--- config.mk ---
export PLATFORM = sky130hd
export DESIGN_NAME = reg_10_bit_byte_reader
export DESIGN_NICKNAME = d
export VERILOG_FILES = /design/src/rtl/reg_10_bit_byte_reader.sv
export SDC_FILE = /design/constraint.sdc
export NUM_CORES = 1
export LEC_CHECK = 0
export CAP_MARGIN = 20
export CORE_MARGIN = 2
export CORE_UTILIZATION = 31
export DETAILED_ROUTE_END_ITERATION = 6
export GPL_TIMING_DRIVEN = 1
export SLEW_MARGIN = 15
export SYNTH_ARGS = -nofsm -noshare
export SYNTH_HDL_FRONTEND = slang
export SYNTH_SLANG_ARGS = --single-unit
export TNS_END_PERCENT = 10
--- constraint.sdc ---
create_clock -name clk -period 1.64 [get_ports clk]
set_clock_uncertainty 0.1 [all_clocks]
set_input_delay 0.246 -clock clk [delete_from_list [all_inputs] [get_ports clk]]
set_output_delay 0.246 -clock clk [all_outputs]
set_load 0.01 [all_outputs]
--- src/rtl/reg_10_bit_byte_reader.sv ---
// Captures a DATA_W-bit word and replays it as two BUS_W-bit beats (low, then zero-extended high).
// Optional macro HIGH_SKIP_EN: words with an all-zero high part are sent as a single beat.
module reg_10_bit_byte_reader #(
    parameter int DATA_W = 10,
    parameter int BUS_W  = 8
) (
    input  logic              clk,
    input  logic              reset,
    input  logic              load,
    input  logic [DATA_W-1:0] data,
    output logic              ld_ready,
    output logic              load_drop,
    output logic [BUS_W-1:0]  out_byte,
    output logic              out_valid,
    input  logic              out_ready,
    output logic              out_last
);

    localparam int HI_W = DATA_W - BUS_W;

    typedef enum logic [1:0] {
        IDLE = 2'd0,
        LOW  = 2'd1,
        HIGH = 2'd2
    } state_t;

    state_t            state;
    state_t            state_nxt;
    logic [DATA_W-1:0] word;
    logic              accept;
`ifdef HIGH_SKIP_EN
    logic              single;
`endif

    always_comb begin
        state_nxt = state;
        out_valid = 1'b0;
        out_byte  = '0;
        out_last  = 1'b0;
        ld_ready  = 1'b0;
        case (state)
            IDLE: begin
                ld_ready = 1'b1;
            end
            LOW: begin
                out_valid = 1'b1;
                out_byte  = word[BUS_W-1:0];
`ifdef HIGH_SKIP_EN
                out_last  = single;
                ld_ready  = out_ready & single;
`endif
            end
            HIGH: begin
                out_valid            = 1'b1;
                out_byte[HI_W-1:0]   = word[DATA_W-1:BUS_W];
                out_last             = 1'b1;
                ld_ready             = out_ready;
            end
            default: ;
        endcase

        accept = load & ld_ready;

        case (state)
            IDLE: begin
                if (accept) state_nxt = LOW;
            end
            LOW: begin
                if (out_ready) begin
`ifdef HIGH_SKIP_EN
                    if (single) state_nxt = accept ? LOW : IDLE;
                    else        state_nxt = HIGH;
`else
                    state_nxt = HIGH;
`endif
                end
            end
            HIGH: begin
                // Final-beat handshake may overlap the next accept: no idle bubble.
                if (out_ready) state_nxt = accept ? LOW : IDLE;
            end
            default: state_nxt = IDLE;
        endcase
    end

    always_ff @(posedge clk or negedge reset) begin
        if (!reset) begin
            state     <= IDLE;
            word      <= '0;
            load_drop <= 1'b0;
        end else begin
            state     <= state_nxt;
            load_drop <= load & ~ld_ready;
            if (accept) word <= data;
        end
    end

`ifdef HIGH_SKIP_EN
    always_ff @(posedge clk or negedge reset) begin
        if (!reset)      single <= 1'b0;
        else if (accept) single <= (data[DATA_W-1:BUS_W] == '0);
    end
`endif

endmodule
After elaboration in Yosys (flattened, before gate mapping)
Cells that the tools add are included.
- multiplexer cells: 10
- bitwise gates (word level): 3
- equality and inequality tests: 5
- reduce and logical (&&, ||, !) cells: 3
- operators by type and width (kind ; count):
    2-bit two-way mux ; 3
    6-bit two-way mux ; 1
    2-bit != test (second input constant) ; 3
    2-bit one-hot mux with 3 select lines ; 1
    2-bit one-hot mux with 2 select lines ; 1
    1-bit two-way mux ; 3
    3-bit AND reduction ; 1
    1-bit bitwise AND ; 2
    2-bit by 1-bit equality test with 1-bit output (second input constant) ; 1
    2-bit equality test (second input constant) ; 1
    2-bit zero test ; 1
    1-bit one-hot mux with 2 select lines ; 1
    2-bit OR reduction ; 1
    1-bit inverter ; 1
- flip-flop bits (word level): 13
- word-level logic and storage cells: 24
- output and inout port bits: 12

Logic depth before layout (Yosys ltp)
Gate-level depths: netlist of the first run.
- word-level depth: 6
- mapped depth: 6

Worst setup path before layout of the first run
OpenSTA, ideal clock, no wires.
- kind: reg2reg
- start point: register state[0]
- end point: register word[0]
- slack: -0.078 ns
- stages on the path, launching flop included: 7
- setup time: 0.125 ns
- buffers on the path: 1
- arrival time: 1.493 ns
- data required time: 1.415 ns
- cells stage by stage: dfrtp_1 inv_1 ha_1 a21o_4 nand2_4 buf_6 mux2_4
- cells in the longest elaborated chain, start to end: 3
- elaborated cells on any way between the ends: 4
- ends and longest elaborated chain (item ; line ; text):
    start, declared ; 27 ; state_t state;
    start signal, assigned ; 92 ; state <= state_nxt;
    2-bit equality test / 2-bit zero test (equally long branches) ; 41 ; case (state)
    1-bit one-hot mux with 2 select lines (*) ; 41 ;
    named net ld_ready ; 11 ; output logic ld_ready,
    1-bit bitwise AND (*) ; 62 ; accept = load & ld_ready;
    end signal, assigned ; 94 ; if (accept) word <= data;
    end, declared ; 29 ; logic [DATA_W-1:0] word;
Mark *: on every way through the listed nets, which the timed path passes. The rest lies on a longest branch.
A chain may end at the register's enable or synchronous reset.

Final worst setup path of the first run
- start point: register state[1]
- end point: output port ld_ready
- cells in the longest elaborated chain, start to end: 2
- elaborated cells on any way between the ends: 3
- ends and longest elaborated chain (item ; line):
    2-bit equality test / 2-bit zero test (equally long branches) ; 41
    1-bit one-hot mux with 2 select lines (*) ; 41
    end, declared ; 11
Every way passes the cells marked *; elsewhere a longest branch is shown, timed or not.

==> results by group, run 1 <==
Place
  – Inst Count DP: 110
  – Port bufs: 25
  – Post-DP HPWL: 1060 microns
  – Placer Congestion: 0.630
  – Placed cell area: 1030 sq um

Outcome
  – Status: finished, violations left
  – Failing checks: negative setup slack

STA
  – Worst-margin pin slew: 0.247 ns
  – F_max: 592 MHz
  – Hold WS: 0.175 ns
  – Setup TNS Final: -0.156 ns
  – Setup violators final: 6
  – Final min period: 1.69 ns
  – Worst setup margin: -0.0491 ns
  – Hold Vio Cnt, Final: 0
  – RSZ-0062 raised after global routing: true
  – Max Slew Vio Count: 0
  – Rel. slew slack: 83.5%
  – Fin crit share: 103%

Route
  – DRT Pass-1 Iters: 4
  – Routed len/inst: 13.6 microns
  – Post-route DRC: 0
  – Routed via count: 500
  – DR iter-0 viols: 9
  – Post-detailed-routing wire length: 1560 microns
  – Routed Antenna Nets: 0
  – Vias per Instance: 4.35

Clock network
  – Clock Latency Late Sink: 0.27 ns
  – Hold buffers post-CTS: 0
  – H-tree depth: 1
  – Reg clk slew, reported paths: 0.08 ns
  – CTS tree: done
  – Clk sinks: 13
  – Total CTS buffers: 3
  – Clock root buffer: clkbuf_4
  – CTS max path bufs: 2

Cells and area
  – Commonest non-fill, non-tap cell in the layout: clkdlybuf4s50_1
  – Area delta synth->final: 56.9%
  – # nets final: 107
  – Post-route cell area: 1090 sq um
  – Ant. Diodes: 0
  – Core Util, Final: 50.2%
  – Share of cells above drive strength 1: 48.3%
  – Most frequent cells in the layout: clkdlybuf4s50_1 (14), dfrtp_1 (13), mux2_4 (10), buf_2 (7)
  – Final Non-Filler Cells: 115

Worst setup path
  – Worst-path maximum fanout: 5
  – Crit path top cell by count: buf_6
  – Crit path cell chain: buf_6 > ha_4 > a21o_4 > buf_6
  – CP bufs+invs: 2
  – CP Class: reg2out
  – Critical path data arrival time: 1.34 ns
  – Crit. End Element: output port
  – Critical Path RT: 1.29 ns
  – CP top delay family: flip-flops
  – Worst path max stage delay: 0.40 ns
  – Critical path startpoint category: flop
  – CP max stage cell: dfrtp_1

Synth
  – Seq/Total Area, Yosys: 46.8%
  – Synth Cell Area: 694 sq um
  – Yosys cell types: 16
  – Synth Register Bits: 13
  – Avg Inst Size Synth: 13.6 sq um
  – Syn Nets: 70
  – Synth warn: 0
  – Syn Inst Count: 51

Die
  – Die Wd: 51.3 microns
  – Starting Density: 32.0%
  – Top Ports: 26
  – Core area: 2170 sq um
  – Core Rows: 17
  – Die Y: 51.3 microns
  – Die area: 2630 sq um

Power and ir drop
  – Pleak: 0.529 nW
  – VDD IR-drop max: 0.000768 V
  – Pwr Density: 1750 nW/um^2

Flow run
  – Max-cap violation count: 0

Hold path
  – Hold Crit Class: in2async

GRT
  – Initial antenna violation count: 0
  – First-pass GRT wire length: 2630 microns
  – GRT overflow: 0
  – Gr usage total: 13.8%
  – Largest net degree at the start of global routing: 14
  – Vias in the first global route: 544
logic make-up after synthesis:
kind of cell	Yosys count	share of synthesized area, %
muxes	11	22.7
and+or+nand+nor	11	10.3
AOI/OAI and AO/OA	6	7.39
buffers and inverters	5	3.78
adders and majority gates	5	9.01
DFF	13	46.8
what timing repair did:
action                                  4_1_cts  5_1_grt
resized for setup                            49        7
pin swaps                                     2        4
setup buffers                                 1        0
endpoints found under the setup margin       21       23
registers in the layout, indices dropped and copies added, names as in the netlist:
signal     cells
load_drop      1
word          10
state          2
metal layers:
layer  global-route usage [%]  wire length (microns)  vias up
li1                         -                      -      245
met1                     17.4                    725      238
met2                     21.9                    760       17
met3                     3.80                     74        0
met4                     6.58                      0        0
met5                        0                      0        -
through the flow:
stage | worst slack, ns | power, mW
CTS | -0.0755 | 1.85
detailed placement | -0.186 | 1.62
finish | -0.0491 | 1.91
global placement | -0.162 | 1.60
floorplan | 0.00332 | 1.18
global route | -0.116 | 2.06
cell usage after synthesis:
| master | n | area share [%] |
|---|---|---|
| nand2_4 | 1 | 1.6 |
| mux2_2 | 2 | 3.2 |
| o21bai_1 | 1 | 1.1 |
| buf_6 | 1 | 1.6 |
| ha_1 | 5 | 9.0 |
| o21ai_0 | 1 | 0.72 |
| o2bb2ai_1 | 1 | 1.3 |
| a22oi_1 | 2 | 2.2 |
| inv_1 | 4 | 2.2 |
| mux2_4 | 9 | 19 |
| nor2b_1 | 2 | 1.8 |
| a21o_4 | 1 | 2.2 |
| nor2_1 | 1 | 0.54 |
| and2_1 | 6 | 5.4 |
| dfrtp_1 | 13 | 47 |
| nand2b_1 | 1 | 0.90 |
power breakdown:
group,switching (mW),internal [mW],leakage [nW]
Combinational,0.453,0.681,0.358
Clock,0.105,0.0942,0.0150
Sequential,0.0979,0.477,0.156
final timing paths:
path	startpoint	to	slack, ns	depth (start not counted)
max	state[1]	ld_ready	-0.05	4
min	reset	word[0]	0.17	2
max reg2reg	state[1]	word[4]	0.03	5
min reg2reg	word[5]	word[5]	0.41	1
max in group asynchronous	reset	word[4]	1.10	2
min in group clk	word[5]	word[5]	0.41	1
cell type report:
class,instances,area (sq um)
tap,28,35.0
inverter,4,15.0
clock buffer,4,26.3
multi-input combinational,33,405
timing repair buffer,33,283
sequential,13,325
fill,210,1080
Power figures use the tool's default switching activity.
==> inputs of run 2 (changes only) <==
- ABC_AREA: unset -> 1
==> run 2 against run 1 <==
  * The run still ends with negative setup slack left
  * Worst setup slack improved by 0.026 ns
  * Highest routed layer is now met4
  * Sequential power fell by 2%
  * Power rose by 1.2%
  * Combinational power barely moved
  * Core utilization rose by 1.4 points
  * Largest power group unchanged
  * Hold slack got worse by 0.0079 ns
  * Non-clock buffer count rose by 4
  * Register-to-register slack improved by 0.16 ns
==> results by group, run 2 <==
Cells and area
  – Most flops, register: word
  – Ant. Diodes: 0
  – Share of cells above drive strength 1: 34.6%
  – Commonest non-fill, non-tap cell in the layout: nand2_1
  – Most frequent cells in the layout: nand2_1 (34), clkdlybuf4s50_1 (14), dfrtp_1 (13), nand3_1 (11), buf_4 (10)
  – # nets final: 153
  – Number of flip-flops in the largest register: 10
  – Area delta synth->final: 56.7%
  – Biggest regs: word (10), state (2), load_drop (1)
  – Fill count: 217

Synth
  – Avg Inst Size Synth: 7.67 sq um
  – FFs w/ async S/R, synth: 100%
  – Synth warn: 0
  – Synth Register Bits: 13
  – Seq/Total Area, Yosys: 44.7%
  – Syn Inst Count: 95
  – Count leader, synth: nand2_1
  – Post-synth top cells: nand2_1 (40), dfrtp_1 (13), inv_1 (13)
  – Synth Cell Area: 728 sq um
  – Top cell type by total area after synthesis: dfrtp_1
  – Synth area leaders: dfrtp_1 (45%), nand2_1 (21%), ha_1 (8.6%)
  – Main flop type after synthesis: dfrtp_1
  – Yosys cell types: 12
  – Post-synth top area share: 44.7%
  – Syn Nets: 114
  – Post-synth EDFFs: 0

Worst setup path
  – Worst reg2reg endpoint: word[3]
  – Reg-to-reg critical path startpoint: state[0]
  – Critical path data arrival time: 1.32 ns
  – Crit path cell chain: buf_6 > ha_4 > buf_6 > nand2_2 > inv_1 > buf_2
  – Worst-path maximum fanout: 6
  – Flop-to-flop setup slack: 0.19 ns
  – CP Class: reg2out
  – R2r worst-path depth: 8
  – Crit. End Element: output port
  – Worst path max stage delay: 0.41 ns
  – Critical path startpoint category: flop
  – CP max stage cell: dfrtp_1
  – Critical Path RT: 1.29 ns
  – Crit path top cell by count: buf_6

Clock network
  – CTS tree: done
  – Clock Latency Late Sink: 0.27 ns
  – Clock root buffer: clkbuf_4
  – CTS max path bufs: 2
  – H-tree depth: 1
  – Total CTS buffers: 3
  – Hold buffers post-CTS: 0
  – Reg clk slew, reported paths: 0.08 ns
  – Clk sinks: 13

STA
  – Hold Vio Cnt, Final: 0
  – F_max: 601 MHz
  – Final min period: 1.66 ns
  – Fin crit share: 101%
  – Max Slew Vio Count: 0
  – RSZ-0062 raised after global routing: true
  – Worst-margin pin slew: 0.211 ns
  – Rel. slew slack: 85.9%
  – Setup TNS Final: -0.0958 ns
  – Setup violators final: 7
  – Worst setup margin: -0.0227 ns

Route
  – DR iter-0 viols: 8
  – Routed Antenna Nets: 0
  – Routed len/inst: 10.7 microns
  – DRT Pass-1 Iters: 4
  – Post-detailed-routing wire length: 1730 microns
  – Vias per Instance: 4.39
  – Routed via count: 706
  – Post-route DRC: 0

GRT
  – Gr usage total: 13.9%
  – GRT overflow: 0
  – Largest net degree at the start of global routing: 14
  – First-pass GRT wire length: 2760 microns
  – Vias in the first global route: 622
  – Initial antenna violation count: 0

Die
  – Die area: 2750 sq um
  – Die Y: 52.5 microns
  – Die Wd: 52.5 microns
  – Starting Density: 32.9%
  – Core Rows: 17
  – Core area: 2210 sq um
  – Top Ports: 26

Hold path
  – Hold Crit Class: in2async

Power and ir drop
  – Total power: 1.93 mW
  – Pleak: 0.628 nW
  – Pwr Density: 1690 nW/um^2
  – VDD IR-drop max: 0.000941 V

Place
  – Post-DP HPWL: 1230 microns
  – Placer Congestion: 0.747
  – Port bufs: 25

Flow run
  – Max-cap violation count: 0

Outcome
  – Failing checks: negative setup slack
  – Status: finished, violations left
run 2: layer usage:
layer  global-route usage [%]  wire length (microns)
met5                        0                      0
met4                     6.41                     13
met3                     2.57                     72
met2                     21.7                    837
met1                     18.5                    803
run 2: cell type report:
cell class / instances / area (sq um) / share of cell area [%]
multi-input cells: 66 / 382 / 33.4
flip-flops and latches: 13 / 325 / 28.5
well taps: 28 / 35.0 / 3.07
repair buffers: 37 / 324 / 28.4
clock buffers: 4 / 26.3 / 2.30
inverters: 13 / 48.8 / 4.28
run 2: what timing repair did:
item                       in CTS  in global routing
setup endpoints to repair      11                 21
buffers inserted                2                  0
resized for setup              50                 20
pin swaps                       2                  4
gates cloned                    0                  0
run 2: how the worst max path moves through the flow:
stage / start / endpoint / cells past startpoint
2_1_floorplan: state[0] / ld_ready / 5
3_3_place_gp: state[1] / out_byte[7] / 6
3_5_place_dp: state[1] / out_byte[4] / 6
4_1_cts: state[0] / out_byte[1] / 5
5_1_grt: state[0] / out_byte[0] / 5
6_report: state[0] / out_byte[5] / 6
run 2: worst max-delay path: cells and delay by family (launching register included):
kind / cells / cell delay [ns]
DFF: 1 / 0.41
adders and majority gates: 1 / 0.16
buffers and inverters: 4 / 0.43
and+or+nand+nor: 1 / 0.05
run 2: power by group:
part	internal [mW]	leakage, nW	total [mW]	switching, mW
Sequential	0.470	0.162	0.562	0.0926
Clock	0.0942	0.0150	0.204	0.110
Combinational	0.571	0.451	1.16	0.593
Total	1.13	0.628	1.93	0.795
run 2: logic make-up (layout without fill, tap and decap cells):
logic type / after synthesis / count (layout) / share of synthesized area (%)
DFF: 13 / 13 / 44.7
and+or+nand+nor: 57 / 57 / 32.3
AOI/OAI and AO/OA: 4 / 4 / 3.09
buffers and inverters: 16 / 54 / 11.3
adders and majority gates: 5 / 5 / 8.59
run 2: through the flow:
stage / cells / setup WS [ns] / hold WS (ns) / instance area [sq um] / utilization [%]
after detailed placement: 155 / -0.210 / 0.358 / 1050 / 47.7
after floorplan: 95 / 0.224 / -0.150 / 728 / -
after global routing: 161 / -0.0954 / 0.189 / 1140 / 51.6
after CTS: 161 / -0.0322 / 0.162 / 1070 / 48.4
final: 161 / -0.0227 / 0.167 / 1140 / 51.6
after global placement: 155 / -0.185 / 0.354 / 1050 / 47.7
==> inputs of run 3 (changes only) <==
- CAP_MARGIN: 20 -> unset
- TNS_END_PERCENT: 10 -> 5
==> results of run 3 <==
Same layout as run 2: the final DEF is identical, and so are final timing and power.
